`config.mk`:
```
export PLATFORM = sky130hd
export DESIGN_NAME = dfd_pixel_stream_tx
export DESIGN_NICKNAME = d
export VERILOG_FILES = /design/src/rtl/dfd_pixel_stream_tx.sv
export SDC_FILE = /design/constraint.sdc
export NUM_CORES = 1
export LEC_CHECK = 0
export ABC_AREA = 0
export BUFFER_PORTS_ARGS = -buffer_cell sky130_fd_sc_hd__buf_4
export CORE_ASPECT_RATIO = 1.25
export CORE_MARGIN = 4
export CORE_UTILIZATION = 38
export CTS_CLUSTER_DIAMETER = 200
export CTS_CLUSTER_SIZE = 30
export DETAILED_ROUTE_END_ITERATION = 6
export SYNTH_ARGS = -nofsm -noshare
export SYNTH_HDL_FRONTEND = slang
export SYNTH_SLANG_ARGS = --single-unit
```
`constraint.sdc`:
```
create_clock -name clk_i -period 3.9 [get_ports clk_i]
set_input_delay 0.975 -clock clk_i [delete_from_list [all_inputs] [get_ports clk_i]]
set_output_delay 0.975 -clock clk_i [all_outputs]
set_load 0.03 [all_outputs]
```
`src/rtl/dfd_pixel_stream_tx.sv`:
```
// dfd_pixel_stream_tx: source end of the DFD pixel-stream interface.
// Tags each accepted fp16 depth/confidence sample with raster coordinates
// and end-of-line/end-of-frame flags. Output is registered, so latency is
// one cycle. Framing errors are reported through sticky flags.
//
// state  | meaning
// -------+-----------------------------------------------------------
// IDLE   | waiting for SOF; non-SOF samples are dropped as orphans
// ACTIVE | inside a frame; col_q/row_q hold the next coordinate to emit
//
// Only DIM_W = 16 is supported, since the downstream interface is fixed at 16.
module dfd_pixel_stream_tx #(
  parameter int DIM_W = 16
) (
  input  logic             clk_i,
  input  logic             rst_n_i,
  input  logic [15:0]      data_i,
  input  logic [15:0]      confidence_i,
  input  logic             sof_i,
  input  logic             valid_i,
  input  logic [DIM_W-1:0] width_i,
  input  logic [DIM_W-1:0] height_i,
  input  logic             clear_err_i,
  output logic [15:0]      data_o,
  output logic [15:0]      confidence_o,
  output logic [DIM_W-1:0] col_o,
  output logic [DIM_W-1:0] row_o,
  output logic             valid_o,
  output logic             eol_o,
  output logic             eof_o,
  output logic [15:0]      frame_count_o,
  output logic             busy_o,
  output logic             err_orphan_o,
  output logic             err_early_sof_o,
  output logic             err_cfg_o
);

  typedef enum logic {
    IDLE   = 1'b0,
    ACTIVE = 1'b1
  } state_t;

  state_t           state_q;
  logic [DIM_W-1:0] col_q;
  logic [DIM_W-1:0] row_q;
  logic [DIM_W-1:0] w_q;
  logic [DIM_W-1:0] h_q;

  logic [DIM_W-1:0] w_m1;
  logic [DIM_W-1:0] h_m1;
  logic             col_last;
  logic             row_last;
  logic             sof_cfg_ok;
  logic             sof_w1;
  logic             sof_h1;

  // Terminal-coordinate compares against the latched dimensions, and SOF checks.
  assign w_m1       = w_q - DIM_W'(1);
  assign h_m1       = h_q - DIM_W'(1);
  assign col_last   = (col_q == w_m1);
  assign row_last   = (row_q == h_m1);
  assign sof_cfg_ok = (width_i != '0) && (height_i != '0);
  assign sof_w1     = (width_i == DIM_W'(1));
  assign sof_h1     = (height_i == DIM_W'(1));

  // busy_o is a direct decode of the registered state.
  assign busy_o = (state_q == ACTIVE);

  // Framing FSM, coordinate counters, registered output stage and error flags.
  always_ff @(posedge clk_i) begin
    if (!rst_n_i) begin
      state_q         <= IDLE;
      col_q           <= '0;
      row_q           <= '0;
      w_q             <= '0;
      h_q             <= '0;
      data_o          <= '0;
      confidence_o    <= '0;
      col_o           <= '0;
      row_o           <= '0;
      valid_o         <= 1'b0;
      eol_o           <= 1'b0;
      eof_o           <= 1'b0;
      frame_count_o   <= '0;
      err_orphan_o    <= 1'b0;
      err_early_sof_o <= 1'b0;
      err_cfg_o       <= 1'b0;
    end else begin
      valid_o <= 1'b0;
      eol_o   <= 1'b0;
      eof_o   <= 1'b0;

      // Clear first so a coincident error event below overrides it.
      if (clear_err_i) begin
        err_orphan_o    <= 1'b0;
        err_early_sof_o <= 1'b0;
        err_cfg_o       <= 1'b0;
      end

      if (valid_i) begin
        if (sof_i) begin
          // An SOF inside a frame abandons that frame without eof or count.
          if (state_q == ACTIVE) begin
            err_early_sof_o <= 1'b1;
          end
          if (!sof_cfg_ok) begin
            err_cfg_o <= 1'b1;
            state_q   <= IDLE;
            col_q     <= '0;
            row_q     <= '0;
          end else begin
            w_q          <= width_i;
            h_q          <= height_i;
            data_o       <= data_i;
            confidence_o <= confidence_i;
            col_o        <= '0;
            row_o        <= '0;
            valid_o      <= 1'b1;
            eol_o        <= sof_w1;
            eof_o        <= sof_w1 && sof_h1;
            if (sof_w1 && sof_h1) begin
              frame_count_o <= frame_count_o + 16'd1;
              state_q       <= IDLE;
              col_q         <= '0;
              row_q         <= '0;
            end else if (sof_w1) begin
              state_q <= ACTIVE;
              col_q   <= '0;
              row_q   <= DIM_W'(1);
            end else begin
              state_q <= ACTIVE;
              col_q   <= DIM_W'(1);
              row_q   <= '0;
            end
          end
        end else if (state_q == IDLE) begin
          err_orphan_o <= 1'b1;
        end else begin
          data_o       <= data_i;
          confidence_o <= confidence_i;
          col_o        <= col_q;
          row_o        <= row_q;
          valid_o      <= 1'b1;
          eol_o        <= col_last;
          eof_o        <= col_last && row_last;
          if (col_last) begin
            col_q <= '0;
            if (row_last) begin
              row_q         <= '0;
              frame_count_o <= frame_count_o + 16'd1;
              state_q       <= IDLE;
            end else begin
              row_q <= row_q + DIM_W'(1);
            end
          end else begin
            col_q <= col_q + DIM_W'(1);
          end
        end
      end
    end
  end

endmodule
```
==> results.cfg, run 1 <==
[placement]
placed_cells = 1230
portBuffers = 155
place_area_mm2 = 0.008499
place_hpwl_um = 14710
place.gp.congestion = 0.9138

[run_status]
status = finished clean

[routing]
wl_met1_um = 8536
detail_route.wl_per_cell_um = 16.21
drt_iter0_drc = 319
drtPass1Iterations = 4
wl_um = 20450
dr_wl_met2_um = 10430
wl_met3_um = 930
top_layer_used = met4
detail-route-antenna-nets = 0
via_per_inst = 5.299
drc = 0
via_count = 6687

[floorplanning]
initial_core_util_pct = 38.85
die_w_um = 130.1
row_count = 55
coreArea_mm2 = 0.01824
die_area_mm2 = 0.02091
die_h_um = 160.7
io_pins = 156

[clock_tree]
hold_buffers = 0
cts_setup_buffers = 0
clock-sinks = 151
ctsResizeCount = 0
cts_tree = yes
clk_pin_slew_worst_paths_ns = 0.07
h-tree-depth = 4
clk-insertion-delay-late_ns = 0.42
cts-root-buf = clkbuf_16
cts_made_buffers = 17
clock_path_buffers = 2

[yosys]
synthFlopType = dfxtp_1
synth_nets = 951
ys_ff_latch = 151
synthArstFlopShare_pct = 0
ys_types = 64
yosysSeqAreaShare_pct = 42.67
syn_avg_cell_area_um2 = 8.078
synth_edf_count = 0
netlist_area_mm2 = 0.007084
synth_cells = 877
yosys_warnings = 0

[power]
p_leak_nw = 3.643
finalPower_mw = 3.681
p_int_mw = 2.668
pwr-share-comb_pct = 11.7
seqPwrFrac_pct = 43.9
clockPowerShare_pct = 44.3
vdd_drop_max_mv = 0.2881
swShare_pct = 27.51
power_switching_mw = 1.013
p_per_area_mw_per_mm2 = 405.3

[setup_path]
cp_max_fo = 7
end_kind = flop
worst_ep_arrival_time_ns = 3.96
cp-start-kind = flop
worstPathRequired_ns = 4.25
worst-setup-path-type = reg2reg

[sta]
slew_headroom_pct = 55.41
drv_slew = 0
fin_setup_tns_ns = 0
rsz0062_at_grt = false
finalCritPeriodShare_pct = 92.57
finalCriticalPeriod_ns = 3.610
skew_ns = 0.01057
tightestPinTransition_ns = 0.6627
hold_viol = 0
setup_violations = 0
fmax_mhz = 277.0

[global_routing]
grt_pass1_wl_um = 33640
grt_max_degree = 52
antenna_found_initial = 0
grt_usage_pct = 19.90
grt_overflow = 0
grt_pass1_vias = 6513

[layout]
postLayoutCoreUtil_pct = 49.80
drive_above_1_share_pct = 22.24
num_antenna_cells = 0
mostFrequentLayoutCell = buf_4
nNetsFinal = 1095
mostFrequentLayoutCells = 177 x buf_4, 167 x nand2_1, 151 x dfxtp_1, 100 x a21oi_1, 52 x nor2_1
finalNonFillerCells = 1262
fin_area_mm2 = 0.009081
area_delta_synth_final_pct = 28.19

[job]
maxCapViolations = 0

[hold_path]
hold_class = reg2reg
## cell usage after synthesis (all sizes together) (4+ instances only)
cell      n  area, um^2
a21oi   100       500.5
a22o     32       280.3
a22oi     6       45.04
and3     17       107.6
buf       6       40.04
clkbuf   46       172.7
dfxtp   151        3023
ha        5       62.56
inv      17       63.81
mux2i    10       100.1
nand2   167       626.9
nand2b   13       81.33
nand3    20       100.1
nand3b   15       112.6
nand4    11       68.82
nor2     55       209.0
nor3     17       85.08
nor3b     4       30.03
nor4     20       131.4
o21ai    36       180.2
or2       5       31.28
or3      14       95.09
or4       9       75.07
xnor2    26       227.7
xor2     21       183.9
## through the flow
step,setup slack [ns],hold WS (ns)
2_1_floorplan,0.5224,0.4481
3_3_place_gp,0.3356,0.4428
3_5_place_dp,0.3112,0.4471
4_1_cts,0.2926,0.4565
5_1_grt,0.03840,0.4735
6_report,0.2897,0.4527
## kinds of logic after synthesis
group / after synthesis / share of synthesized area (%)
flops: 151 / 42.67
compound gates: 208 / 18.35
xor+xnor: 47 / 5.811
buf+inv: 70 / 3.956
mux: 10 / 1.413
fa+ha+maj: 5 / 0.8831
simple gates: 386 / 26.92
## worst max-delay path, stage by stage, from the launching register on
cell	delay, ns
dfxtp_1	0.44
inv_1	0.07
ha_1	0.30
xor2_1	0.13
o211ai_1	0.10
or4_1	0.51
nor4b_1	0.39
and3_1	0.34
a41oi_1	0.27
or2_2	0.40
nor4_1	0.37
mux2i_1	0.22
## registers in the layout, summed over array words and instances (netlist names), 16 cells and up
signal         count
data_o            16
col_q             16
col_o             16
w_q               16
frame_count_o     16
confidence_o      16
row_o             16
h_q               16
row_q             16
## per-layer routing
metal	global-route usage [%]	up-vias
met5	0	-
met4	7.656	0
met3	4.857	36
met2	34.17	152
met1	23.66	3112
li1	-	3387
## path summary, 6_finish.rpt
kind / from / to / slack (ns) / cells past startpoint
worst min register to register: data_o[13] / data_o[13] / 0.45 / 2
worst min-delay path: data_o[13] / data_o[13] / 0.45 / 2
worst max register to register: w_q[0] / frame_count_o[12] / 0.29 / 11
worst max-delay path: w_q[0] / frame_count_o[12] / 0.29 / 11
## cell type report
| cell class | count | area, um^2 |
|---|---|---|
| sequential | 151 | 3023 |
| fill | 1775 | 9155 |
| timing repair buffer | 177 | 1329 |
| clock buffer | 17 | 425.4 |
| clock inverter | 15 | 156.4 |
| tap | 228 | 285.3 |
| inverter | 18 | 67.56 |
| multi-input combinational | 656 | 3795 |
## power by group through the flow
stage,clock network (mW),logic [mW],registers [mW]
after detailed placement,0,0.433,1.65
final,1.63,0.432,1.62
after CTS,1.67,0.435,1.62
after floorplan,0,0.234,1.68
after global placement,0,0.432,1.65
after global routing,1.74,0.476,1.62
Power figures use the tool's default switching activity.
==> run 2: changes to the inputs <==
--- a/config.mk
+++ b/config.mk
@@ -13,6 +13,7 @@
 export CTS_CLUSTER_DIAMETER = 200
 export CTS_CLUSTER_SIZE = 30
 export DETAILED_ROUTE_END_ITERATION = 6
+export RECOVER_POWER = 25
 export SYNTH_ARGS = -nofsm -noshare
 export SYNTH_HDL_FRONTEND = slang
 export SYNTH_SLANG_ARGS = --single-unit
==> run 2 against run 1 <==
  * The run now ends with capacitance limit, slew limit left
  * Sequential share of layout area is 0.82 points higher
  * Wire length is 0.17% lower
  * Sequential power is essentially flat
  * Clock power about the same
  * Fmax down 0.37%
  * Total power is 0.33% lower
  * Cell area is 2.4% lower
  * Global-route usage unchanged
  * Clock skew fell by 0.0018 ns
  * Core utilization shrank 1.2 points
  * Cell count unchanged
  * Critical path depth decreased by 2
  * Critical path type unchanged
==> results.cfg, run 2 (synthesis gave the netlist of run 1 again) <==
[layout]
num_antenna_cells = 0
area_delta_synth_final_pct = 25.11
nNetsFinal = 1095
fin_area_mm2 = 0.008864
finalNonFillerCells = 1262
drive_above_1_share_pct = 16.54
num-fill-cells = 1823
postLayoutCoreUtil_pct = 48.60
mostFrequentLayoutCells = 167 x nand2_1, 151 x dfxtp_1, 119 x buf_4, 100 x a21oi_1, 58 x clkbuf_1
mostFrequentLayoutCell = nand2_1

[clock_tree]
h-tree-depth = 4
cts_setup_buffers = 0
ctsResizeCount = 0
cts_tree = yes
hold_buffers = 0
clock_path_buffers = 2
cts-root-buf = clkbuf_16
clk_pin_slew_worst_paths_ns = 0.07
clock-sinks = 151
clk-insertion-delay-late_ns = 0.42
cts_made_buffers = 17

[setup_path]
rr_endpoint = frame_count_o[8]
max_stage_delay_ns = 0.54
crit_chain = or4_4, or4_4, nor4_2, o32ai_1, a2111oi_4, nor2_2, or3_4, or4_1, a21oi_1
r2r_setup_slack_ns = 0.28
end_kind = flop
cp_max_fo = 13
rr_worst_depth = 9
r2r_start = h_q[4]
worst-setup-path-type = reg2reg
slowest_stage = or4_4
worst_ep_arrival_time_ns = 3.95
cp-start-kind = flop
critPathMostFrequentCell = or4_4
worstPathRequired_ns = 4.23

[sta]
slew_headroom_pct = -32.66
fmax_mhz = 276.0
drv_slew = 44
fin_ws_ns = 0.2762
hold_viol = 0
fin_setup_tns_ns = 0
hold_ws_ns = 0.4518
tightestPinTransition_ns = 1.990
setup_violations = 0
skew_ns = 0.008777
rsz0062_at_grt = false
finalCritPeriodShare_pct = 92.92
finalCriticalPeriod_ns = 3.624

[run_status]
status = finished with violations
violations = capacitance limit, slew limit

[routing]
detail_route.wl_per_cell_um = 16.18
drc = 0
via_count = 6704
drt_iter0_drc = 352
detail-route-antenna-nets = 0
via_per_inst = 5.312
wl_um = 20420
drtPass1Iterations = 5

[power]
p_leak_nw = 3.401
finalPower_mw = 3.669
vdd_drop_max_mv = 0.2900
p_per_area_mw_per_mm2 = 413.9

[global_routing]
grtUsageMet3_pct = 4.857
grt_overflow = 0
grt_usage_pct = 19.90
antenna_found_initial = 0
grt-busiest-layer = met2
grt_max_degree = 52
grt_pass1_vias = 6513
grt_pass1_wl_um = 33640
grt_util_met1_pct = 23.66
met2_usage_pct = 34.17

[floorplanning]
coreArea_mm2 = 0.01824
die_area_mm2 = 0.02091
die_w_um = 130.1
io_pins = 156
initial_core_util_pct = 38.85
die_h_um = 160.7
row_count = 55

[placement]
portBuffers = 155
placed_cells = 1230
dp_worst_setup_slack_ns = 0.3112
place_area_mm2 = 0.008499
place_hpwl_um = 14710
place.gp.congestion = 0.9138

[hold_path]
min_path_cells = 2
hold_class = reg2reg
holdPathEnd = data_o[13]
hp-start = data_o[13]

[job]
maxCapViolations = 1
==> run 2: final cells by class <==
| type | instances | area [um^2] | area share, % |
|---|---|---|---|
| Clock buffer | 17 | 425.4 | 4.800 |
| Clock inverter | 15 | 156.4 | 1.765 |
| Inverter | 18 | 67.56 | 0.7623 |
| Multi-Input combinational cell | 656 | 3795 | 42.81 |
| Sequential cell | 151 | 3023 | 34.11 |
| Tap cell | 228 | 285.3 | 3.219 |
| Timing Repair Buffer | 177 | 1111 | 12.54 |
==> run 2: how the worst max path moves through the flow <==
stage | from | to | slack (ns) | depth (start not counted)
after floorplan | h_q[3] | frame_count_o[6] | 0.52 | 11
after detailed placement | h_q[4] | frame_count_o[8] | 0.31 | 9
after global placement | h_q[4] | frame_count_o[8] | 0.34 | 9
after CTS | h_q[4] | frame_count_o[8] | 0.29 | 9
after global routing | w_q[0] | frame_count_o[12] | 0.04 | 11
final | h_q[4] | frame_count_o[8] | 0.28 | 9
==> run 2: power by group <==
group / leakage (nW) / internal, mW / total (mW) / switching [mW]
combinational: 1.90 / 0.173 / 0.421 / 0.247
clock: 0.278 / 0.905 / 1.63 / 0.726
sequential: 1.22 / 1.58 / 1.62 / 0.0386
total: 3.40 / 2.66 / 3.67 / 1.01
==> run 2: layer usage <==
| layer | routed length [um] | up-vias |
|---|---|---|
| met1 | 8521 | 3115 |
| met2 | 10440 | 165 |
| met4 | 563 | 0 |
| li1 | - | 3387 |
| met5 | 0 | - |
| met3 | 895 | 37 |
==> run 2: worst max-delay path: cells and delay by family, from the launching register on <==
kind / cells / cell delay, ns
DFF: 1 / 0.36
and+or+nand+nor: 6 / 2.41
AOI/OAI and AO/OA: 3 / 0.76
==> run 3: changes to the inputs <==
--- a/config.mk
+++ b/config.mk
@@ -13,6 +13,7 @@
 export CTS_CLUSTER_DIAMETER = 200
 export CTS_CLUSTER_SIZE = 30
 export DETAILED_ROUTE_END_ITERATION = 6
+export MAX_ROUTING_LAYER = met4
 export RECOVER_POWER = 25
 export SYNTH_ARGS = -nofsm -noshare
 export SYNTH_HDL_FRONTEND = slang
==> run 3 against run 2 <==
  * The flow now finishes without violations
  * Wire length is 0.56% lower
  * Cell count is the same
  * Largest power group unchanged
  * Largest cell class unchanged
  * Critical endpoint unchanged
  * Global-route usage rose by 0.18 points
  * Non-clock buffer count did not move
  * Fmax is 1.2% lower
  * Sequential power about the same
  * Core utilization grew 0.069 points
  * Combinational power hardly changed
  * Clock power hardly changed
==> results.cfg, run 3 (synthesis gave the netlist of run 1 again) <==
[run_status]
status = finished clean

[floorplanning]
die_area_mm2 = 0.02091
coreArea_mm2 = 0.01824
die_h_um = 160.7
io_pins = 156
die_w_um = 130.1
row_count = 55
initial_core_util_pct = 38.85

[power]
seqPwrFrac_pct = 43.9
swShare_pct = 26.26
pwr-share-comb_pct = 11.3
power_switching_mw = 0.9680
p_per_area_mw_per_mm2 = 415.2
vdd_drop_max_mv = 0.3004
p_int_mw = 2.718
clockPowerShare_pct = 44.8
p_leak_nw = 3.399

[global_routing]
grt_pass1_vias = 6344
grt_overflow = 0
antenna_found_initial = 0
grt_usage_pct = 20.09
grt_max_degree = 44
grt_pass1_wl_um = 32720

[routing]
detail-route-antenna-nets = 0
wl_um = 20300
via_count = 6674
via_per_inst = 5.288
drt_iter0_drc = 314
detail_route.wl_per_cell_um = 16.09
drc = 0
drtPass1Iterations = 5

[layout]
num_antenna_cells = 0
drive_above_1_share_pct = 16.54
area_delta_synth_final_pct = 25.29
postLayoutCoreUtil_pct = 48.67
mostFrequentLayoutCells = 167 x nand2_1, 151 x dfxtp_1, 118 x buf_4, 100 x a21oi_1, 60 x clkbuf_1
num-fill-cells = 1867
mostFrequentLayoutCell = nand2_1
nNetsFinal = 1095
finalNonFillerCells = 1262
fin_area_mm2 = 0.008876

[sta]
tightestPinTransition_ns = 0.6275
setup_violations = 0
finalCritPeriodShare_pct = 94.05
hold_viol = 0
finalCriticalPeriod_ns = 3.668
rsz0062_at_grt = false
skew_ns = 0.01253
fin_ws_ns = 0.2321
drv_slew = 0
fin_setup_tns_ns = 0
fmax_mhz = 272.6
slew_headroom_pct = 58.17

[job]
maxCapViolations = 0

[setup_path]
worst-setup-path-type = reg2reg
end_kind = flop
r2r_start = h_q[3]
critPathLaunch = h_q[3]
critical-path-top-delay-family = simple AND/OR/NAND/NOR gates
cp_num_buf_inv = 0
slowest_stage = or4_4
worst_ep_arrival_time_ns = 4.02
critPathMostFrequentCell = or4_4
cp_max_fo = 13
worstPathRequired_ns = 4.25
crit_chain = or4_4, or4_4, nor4_2, o32ai_1, a2111oi_4, nor2_2, or3_4, or4_1, a21oi_1
max_stage_delay_ns = 0.57
cp-start-kind = flop

[clock_tree]
clock-sinks = 151
ctsResizeCount = 0
clock_path_buffers = 2
cts_tree = yes
hold_buffers = 0
cts_setup_buffers = 0
clk-insertion-delay-late_ns = 0.43
clk_pin_slew_worst_paths_ns = 0.07
cts_made_buffers = 17
cts-root-buf = clkbuf_16
h-tree-depth = 4

[hold_path]
hp-start = confidence_o[3]
hold_class = reg2reg

[placement]
place_area_mm2 = 0.008499
placed_cells = 1230
dp_worst_setup_slack_ns = 0.2529
place.gp.congestion = 0.9269
place_hpwl_um = 14810
portBuffers = 155
[run 3: changes by cell type in the layout (fill, tap and decap cells not counted), moves of 2 or more]
| cell | change |
|---|---|
| clkbuf_1 | +2 |
| inv_8 | -3 |
| inv_6 | -4 |
| clkinv_4 | +3 |
[run 3: area by class of cell]
cell class / count / area (um^2) / share of cell area (%)
multi-input combinational: 656 / 3801 / 42.82
sequential: 151 / 3023 / 34.06
timing repair buffer: 177 / 1107 / 12.48
clock buffer: 19 / 442.9 / 4.990
tap: 228 / 285.3 / 3.214
clock inverter: 13 / 148.9 / 1.677
inverter: 18 / 67.56 / 0.7612
[run 3: metal layers]
layer	share of wire [%]	routed length [um]	vias to the layer above	track usage (%)
met3	3.8	764	20	3.560
met4	1.6	330	0	6.474
li1	-	-	3386	-
met1	42	8618	3131	23.87
met2	52	10590	137	34.13
met5	0	0	-	-
[run 3: power groups by stage]
| stage | logic (mW) | clock network [mW] | registers, mW |
|---|---|---|---|
| after detailed placement | 0.432 | 0 | 1.65 |
| after global routing | 0.463 | 1.75 | 1.62 |
| after global placement | 0.430 | 0 | 1.65 |
| after floorplan | 0.234 | 0 | 1.68 |
| final | 0.418 | 1.65 | 1.62 |
| after CTS | 0.433 | 1.68 | 1.62 |
[run 3: tightest hold or removal path: stages, from the launching register on]
cell and delay, ns:
dfxtp_1 0.31, nand2_1 0.05, a21oi_1 0.05
[run 3: through the flow]
stage	total power, mW	hold WS (ns)
2_1_floorplan	1.909	0.4481
3_3_place_gp	2.082	0.4423
3_5_place_dp	2.085	0.4469
4_1_cts	3.730	0.4558
5_1_grt	3.837	0.4683
6_report	3.686	0.4520
[run 3: worst paths after layout]
check	end	slack [ns]	cells after the start
worst max register to register	frame_count_o[8]	0.23	9
worst max-delay path	frame_count_o[8]	0.23	9
worst min-delay path	confidence_o[3]	0.45	2
worst min register to register	confidence_o[3]	0.45	2
